**src/rtl/tz_rsp_tx.sv**
```systemverilog
// Read-response transmitter for a security-tagged register bank: tagged reads are
// resolved against per-register owners and queued into an in-order response FIFO.

module tz_reg_cell #(
   parameter int DATA_W = 32
) (
   input  logic              clk,
   input  logic              rst,
   input  logic              we,
   input  logic [DATA_W-1:0] wdata,
   input  logic              wns,
   output logic [DATA_W-1:0] data,
   output logic              ns
);
   // Owner resets to secure so nothing leaks before software assigns ownership.
   always_ff @(posedge clk) begin
      if (rst) begin
         data <= '0;
         ns   <= 1'b0;
      end else if (we) begin
         data <= wdata;
         ns   <= wns;
      end
   end
endmodule

module tz_rsp_tx #(
   parameter int DATA_W = 32,
   parameter int NREGS  = 4,
   parameter int ADDR_W = 3,
   parameter int DEPTH  = 4
) (
   input  logic              clk,
   input  logic              rst,
   input  logic              wr_en,
   input  logic [ADDR_W-1:0] wr_addr,
   input  logic [DATA_W-1:0] wr_data,
   input  logic              wr_security_level,
   input  logic              wr_mark_ns,
   output logic              wr_viol,
   input  logic              req_valid,
   output logic              req_ready,
   input  logic [ADDR_W-1:0] req_addr,
   input  logic              req_security_level,
   output logic              rsp_valid,
   input  logic              rsp_ready,
   output logic [DATA_W-1:0] rsp_data,
   output logic              rsp_err,
   output logic              rsp_security_level
);
   localparam int PTR_W = (DEPTH > 1) ? $clog2(DEPTH) : 1;
   localparam logic [PTR_W:0] DEPTH_C = (PTR_W+1)'(DEPTH);

   typedef struct packed {
      logic [DATA_W-1:0] data;
      logic              err;
      logic              sec;
   } rsp_t;

   logic [NREGS-1:0][DATA_W-1:0] reg_data;
   logic [NREGS-1:0]             reg_ns;
   logic [NREGS-1:0]             reg_we;

   // Write path: out-of-range and non-secure-to-secure writes are dropped.
   logic wr_in_range, wr_hit_ns, wr_ok, wr_new_ns;

   always_comb begin
      wr_in_range = 1'b0;
      wr_hit_ns   = 1'b0;
      for (int i = 0; i < NREGS; i++) begin
         if (wr_addr == ADDR_W'(i)) begin
            wr_in_range = 1'b1;
            wr_hit_ns   = reg_ns[i];
         end
      end
   end

   assign wr_ok     = wr_en & wr_in_range & (~wr_security_level | wr_hit_ns);
   // A non-secure write only lands on a non-secure register, so its owner stays non-secure.
   assign wr_new_ns = wr_security_level ? 1'b1 : wr_mark_ns;

   genvar g;
   generate
      for (g = 0; g < NREGS; g++) begin : g_reg
         assign reg_we[g] = wr_ok & (wr_addr == ADDR_W'(g));
         tz_reg_cell #(.DATA_W(DATA_W)) u_cell (
            .clk   (clk),
            .rst   (rst),
            .we    (reg_we[g]),
            .wdata (wr_data),
            .wns   (wr_new_ns),
            .data  (reg_data[g]),
            .ns    (reg_ns[g])
         );
      end
   endgenerate

   always_ff @(posedge clk) begin
      if (rst) wr_viol <= 1'b0;
      else     wr_viol <= wr_en & ~wr_ok;
   end

   // Read path samples pre-edge register state, giving read-before-write on collisions.
   logic              rd_in_range, rd_ns;
   logic [DATA_W-1:0] rd_data;
   rsp_t              push_ent;

   always_comb begin
      rd_in_range = 1'b0;
      rd_ns       = 1'b0;
      rd_data     = '0;
      for (int i = 0; i < NREGS; i++) begin
         if (req_addr == ADDR_W'(i)) begin
            rd_in_range = 1'b1;
            rd_ns       = reg_ns[i];
            rd_data     = reg_data[i];
         end
      end
   end

   always_comb begin
      push_ent.err  = ~rd_in_range | (req_security_level & ~rd_ns);
      push_ent.data = push_ent.err ? '0 : rd_data;
      push_ent.sec  = req_security_level;
   end

   // Response FIFO
   rsp_t             fifo_mem [DEPTH];
   logic [PTR_W-1:0] wr_ptr, rd_ptr;
   logic [PTR_W:0]   count;
   logic             push, pop;
   rsp_t             head;

   assign req_ready = (count < DEPTH_C) & ~rst;
   assign rsp_valid = (count != '0);
   assign push      = req_valid & req_ready;
   assign pop       = rsp_valid & rsp_ready;

   always_ff @(posedge clk) begin
      if (rst) begin
         wr_ptr <= '0;
         rd_ptr <= '0;
         count  <= '0;
      end else begin
         if (push) wr_ptr <= wr_ptr + 1'b1;
         if (pop)  rd_ptr <= rd_ptr + 1'b1;
         case ({push, pop})
            2'b10:   count <= count + 1'b1;
            2'b01:   count <= count - 1'b1;
            default: count <= count;
         endcase
      end
   end

   always_ff @(posedge clk) begin
      if (push) fifo_mem[wr_ptr] <= push_ent;
   end

   assign head               = fifo_mem[rd_ptr];
   assign rsp_data           = rsp_valid ? head.data : '0;
   assign rsp_err            = rsp_valid & head.err;
   assign rsp_security_level = rsp_valid & head.sec;
endmodule

```
**config.mk**
```make
export PLATFORM = sky130hd
export DESIGN_NAME = tz_rsp_tx
export DESIGN_NICKNAME = d
export VERILOG_FILES = /design/src/rtl/tz_rsp_tx.sv
export SDC_FILE = /design/constraint.sdc
export NUM_CORES = 1
export LEC_CHECK = 0
export ABC_AREA = 0
export BUFFER_PORTS_ARGS = -buffer_cell sky130_fd_sc_hd__buf_2
export CAP_MARGIN = 20
export CORE_MARGIN = 5
export CORE_UTILIZATION = 40
export DETAILED_ROUTE_END_ITERATION = 10
export PLACE_DENSITY = 0.59
export SLEW_MARGIN = 10
export SYNTH_ARGS = -nofsm -noshare
export SYNTH_HDL_FRONTEND = slang
export SYNTH_SLANG_ARGS = --single-unit
```
**constraint.sdc**
```tcl
create_clock -name clk -period 4.6 [get_ports clk]
set_input_delay 0.46 -clock clk [delete_from_list [all_inputs] [get_ports clk]]
set_output_delay 0.46 -clock clk [all_outputs]
set_load 0.05 [all_outputs]
```
---- Word level (Yosys, flattened, before mapping) ----
Memories as Yosys holds them, arrays and structs flattened. A register that Yosys moved wholly into a read port is not among the register bits.
Cells that the tools add are included.
storage, ports and cells
  register bits ........................... 140
  bits of input ports ..................... 46
  bits in writable memories ............... 136
  memories kept ........................... 1
memory list
  name      depth  bits a word  read ports  clocked after memory_dff  write ports  line  source
  fifo_mem  4      34           1           1                         1            128   rsp_t fifo_mem [DEPTH];
operators by class
  order comparisons ....................... 1
  reduce and logical (&&, ||, !) cells .... 4
  mux-type cells .......................... 28
  equal/unequal tests ..................... 8
  add/subtract/negate cells ............... 4
  bitwise gates (word level) .............. 20
operator list
  operator             count
  $mux 32              6
  $mux 1               19
  $and 1x1->1          13
  $eq 3x2->1 const B   4
  $eq 3x1->1 const B   2
  $logic_not 3->1      2
  $pmux 3 s2           1
  $not 1->1            5
  $add 2x1->2 const B  2
  $mux 2               2
  $add 3x1->3 const B  1
  $lt 3x3->1 const B   1
  $reduce_bool 3->1    1
  $sub 3x1->3 const B  1
  $eq 2x1->1 const B   1
  $eq 2x2->1 const B   1
  $or 1x1->1           2
  $reduce_bool 2->1    1

---- Logic depth before layout (Yosys ltp) ----
  word-level depth ........................ 9
  mapped depth ............................ 9
  gate-level depth less buffers ........... 8

---- Modules after synthesis ----
A second synthesis with hierarchy kept.
second synthesis, totals
  cells, all modules ...................... 788
  area, all modules ....................... 11543.6 um2
by module, submodules not included
  module       area each (um2)  times used  cells an instance
  tz_rsp_tx    6734.0           1           360
  tz_reg_cell  1202.4           4           107

---- Worst setup path before layout ----
OpenSTA, ideal clock, no wires.
  path kind ............................... input to register
  start ................................... in rst
  end ..................................... mem fifo_mem[0][0] (netlist name) (enable)
  buffers on the path ..................... 1
  cell stages on the path ................. 3
  setup time .............................. 0.394 ns
  arrival time ............................ 1.862 ns
  slack ................................... 2.344 ns
  required time ........................... 4.206 ns
  path through ............................ clkbuf_1 nor3b_2 and2_1
on the way
  longest elaborated chain between the ends .. 5
ends and longest elaborated chain
  item                          line  source
  start, declared               34    input logic rst,
  $not 1->1                     134   assign req_ready = (count < DEPTH_C) & ~rst;
  $and 1x1->1                   134
  $and 1x1->1                   136   assign push = req_valid & req_ready;
  $mux 1                        156   if (push) fifo_mem[wr_ptr] <= push_ent;
  $mux 1 (not written as such)  156
  end, declared                 128
Every way passes these cells.

==> flow_summary_export.csv <==
group,metric,value,unit
clocking,cts_max_level,1,
synth,ys_types,40,
drt,ant_nets,0,
synth,synth_most_common_cell,"dfxtp_1",
synth,syn_avg_cell_area,12.4,um^2
synth,synth_area,12600,um^2
synth,synth_top_cell_by_area,"edfxtp_1",
clocking,worstSkewPairLatency,0.54,ns
setup_path,r2r_end,"fifo_mem[0][19]",
setup_path,start_kind,"register",
drt,drtIter0Drc,821,
hold_path,hp-start,"req_security_level",
power_and_ir_drop,p_int,4.82,mW
clocking,post_cts_resized,0,
sta,tightest_slew,1.13,ns
global_routing,grt_pass1_vias,8864,
global_routing,use_met1,0.266,
clocking,cts_hold_buf,0,
die,initial_core_util,0.402,
die,dieArea,35200,um^2
power_and_ir_drop,pwr_density_cell,482,nW/um^2
sta,rsz0062_at_grt,"no",
sta,finalCritPeriodShare,0.665,
layout,fin_cells,1466,
die,die_height,188,um
sta,setup_tns,0,ns
clocking,cts_tree,"built",
global_routing,grt_first_pass_wirelength,53000,um
clocking,cts_setup_buffers,0,
sta,report.final.setup_viol,0,
global_routing,grt-busiest-layer,"met2",
die,core,31400,um^2
layout,n_fill_cell,2860,
setup_path,r2r_slack,2.57,ns
sta,relSlewSlack,0.242,
layout,final-seq-area,6930,um^2
power_and_ir_drop,power_switching_share,0.303,
die,io_pins,83,
drt,first_pass_iters,6,
die,die_x,188,um
synth,ys_seq_elements,278,
drt,avgRoutedWirePerCell,22.7,um
setup_path,critical_path_arrival,2.60,ns
clocking,cts_buffer_depth,3,
setup_path,critPathRequiredTime,4.14,ns
placed_design,post-place-cells,1412,
sta,period_needed,3.06,ns
sta,report.final.slew_viol_count,0,
drt,drc,0,
synth,seq_area_frac_synth,0.548,
sta,max_clock_freq,327,MHz
global_routing,grt_max_degree,80,
die,core.rowCount,65,
synth,async_reset_ff_frac,0,
layout,synthToLayoutAreaGrowth,13.4,%
power_and_ir_drop,p_leak,4.65,nW
setup_path,cp_slowest_cell,"dfxtp_1",
synth,synth-edff-count,136,
power_and_ir_drop,vdd_drop_max,0.000296,V
synth,ys_top_cells_by_count,"dfxtp_1, edfxtp_1, a21oi_1",
sta,fin_skew,0.00897,ns
power_and_ir_drop,net-switching-power,2.09,mW
hold_path,hold_path.class,"input port to register",
clocking,root_buffer,"clkbuf_16",
power_and_ir_drop,seq_power_share,0.398,
layout,fin_nets,1093,
clocking,cts_buffers,28,
drt,viasPerCell,6.03,
sta,final_hold_viol_count,0,
clocking,clock-sinks,278,
placed_design,post-dp-hpwl,19000,um
setup_path,rr_startpoint,"g_reg[3].u_cell.ns",
synth,synth_nets,1074,
global_routing,grtUsageTotal,0.186,
drt,wl,33300,um
global_routing,overflow,0,
global_routing,antenna_found_initial,4,
global_routing,grtUsageMet2,0.299,
power_and_ir_drop,combPwrFrac,0.223,
setup_path,max_stage_delay,0.91,ns
clocking,path_clk_slew,0.06,ns
layout,drive_gt1_frac,0.292,
placed_design,gp_congestion,0.750,
synth,synth_top_area_share,0.323,
setup_path,criticalPathCategory,"register to output pin",
status,status,"complete, no violations",
run,max-cap-violations,0,
drt,num_vias,8833,
global_routing,gr-usage-met3,0.0344,
power_and_ir_drop,clkPwrFrac,0.380,
synth,synthCells,1022,
setup_path,endpoint_kind,"output pin",
synth,yosysWarnings,0,
setup_path,endpoint,"rsp_data[11]",
synth,synth_top_flop_cell,"dfxtp_1",
placed_design,portBuffers,82,
setup_path,crit_fanout,18,
synth,synth.area.top_cells,"edfxtp_1, dfxtp_1, mux4_2",
setup_path,ff2ff_path_depth,4,
layout,multi_input_area,5150,um^2
setup_path,path_cells,"buf_4 -> mux4_2 -> nor2b_1 -> buf_2",
## routing by layer
metal,wire length [um],vias up
met5,25,-
met4,454,6
met3,2430,44
met2,15700,306
met1,14700,4457
li1,-,4020
## worst min path at each step
| stage | end | cells after the start |
|---|---|---|
| floorplan | g_reg[2].u_cell.data[0] | 2 |
| global placement | g_reg[2].u_cell.data[20] | 2 |
| detailed placement | g_reg[2].u_cell.data[13] | 2 |
| CTS | fifo_mem[0][0] | 1 |
| global route | fifo_mem[3][0] | 1 |
| finish | fifo_mem[0][0] | 1 |
## power groups by stage
stage | Sequential [mW] | Clock, mW | Combinational [mW]
6_report | 2.75 | 2.62 | 1.54
5_1_grt | 2.76 | 2.80 | 1.65
4_1_cts | 2.79 | 2.67 | 1.50
3_5_place_dp | 2.84 | 0 | 1.50
3_3_place_gp | 2.84 | 0 | 1.49
2_1_floorplan | 2.75 | 0 | 1.21
## sequential cells by signal (all words and copies together), names as in the netlist, named ones only
name and flops:
wr_viol 1, fifo_mem 136, count 3, wr_ptr 2, g.u_cell.data 128, g.u_cell.ns 4
rd_ptr 2
## critical path: cells and delay by family, from the launching register on
| family | cells | cell delay, ns |
|---|---|---|
| muxes | 1 | 0.36 |
| DFF | 1 | 0.91 |
| buffers and inverters | 2 | 0.64 |
| and+or+nand+nor | 1 | 0.14 |
## final cells by class
type | instances | area share
Antenna cell | 1 | 0.000175
Clock buffer | 34 | 0.0527
Clock inverter | 18 | 0.0223
Inverter | 12 | 0.00314
Multi-Input combinational cell | 614 | 0.359
Sequential cell | 278 | 0.484
Tap cell | 402 | 0.0351
Timing Repair Buffer | 107 | 0.0435
## cells by family (layout without fill, tap and decap cells)
kind of cell	Yosys count	in the layout	synth area share
compound gates	295	295	0.169
flops	278	278	0.548
simple gates	236	236	0.112
buf+inv	130	171	0.0485
mux	72	72	0.112
fa+ha+maj	6	6	0.00654
xor+xnor	5	5	0.00347
other cells	0	1	0
## stage by stage
step | worst slack (ns) | utilization | power [mW] | area, um^2 | hold WS, ns
detailed placement | 1.64 | 0.421 | 4.34 | 13200 | 0.460
CTS | 1.23 | 0.455 | 6.96 | 14300 | 0.145
floorplan | 2.34 | - | 3.96 | 12600 | 0.445
global route | 1.37 | 0.456 | 7.21 | 14300 | 0.161
global placement | 1.69 | 0.421 | 4.33 | 13200 | 0.451
finish | 1.54 | 0.456 | 6.91 | 14300 | 0.160
## layout by cell type (no fill, tap or decap), types with 2 or more instances in the layout
master | synthesis | layout
a211oi_1 | 5 | 5
a21oi_1 | 133 | 133
a22oi_1 | 9 | 9
a311oi_1 | 5 | 5
and2_1 | 4 | 4
buf_2 | 37 | 80
buf_4 | 5 | 26
bufinv_16 | 0 | 9
clkbuf_1 | 57 | 4
clkbuf_16 | 0 | 29
clkinv_1 | 0 | 2
clkinv_2 | 0 | 4
dfxtp_1 | 142 | 141
edfxtp_1 | 136 | 136
ha_1 | 5 | 5
inv_1 | 12 | 11
mux2_2 | 18 | 18
mux4_2 | 54 | 54
nand2b_1 | 9 | 5
nand2b_2 | 0 | 4
nand3_1 | 33 | 33
nand4_1 | 98 | 98
nor2_1 | 18 | 18
nor2b_1 | 61 | 57
nor2b_4 | 0 | 3
nor3b_4 | 0 | 2
o21ai_0 | 39 | 39
o31ai_1 | 33 | 33
o31ai_2 | 67 | 67
xor2_1 | 4 | 4
Power figures use the tool's default switching activity.
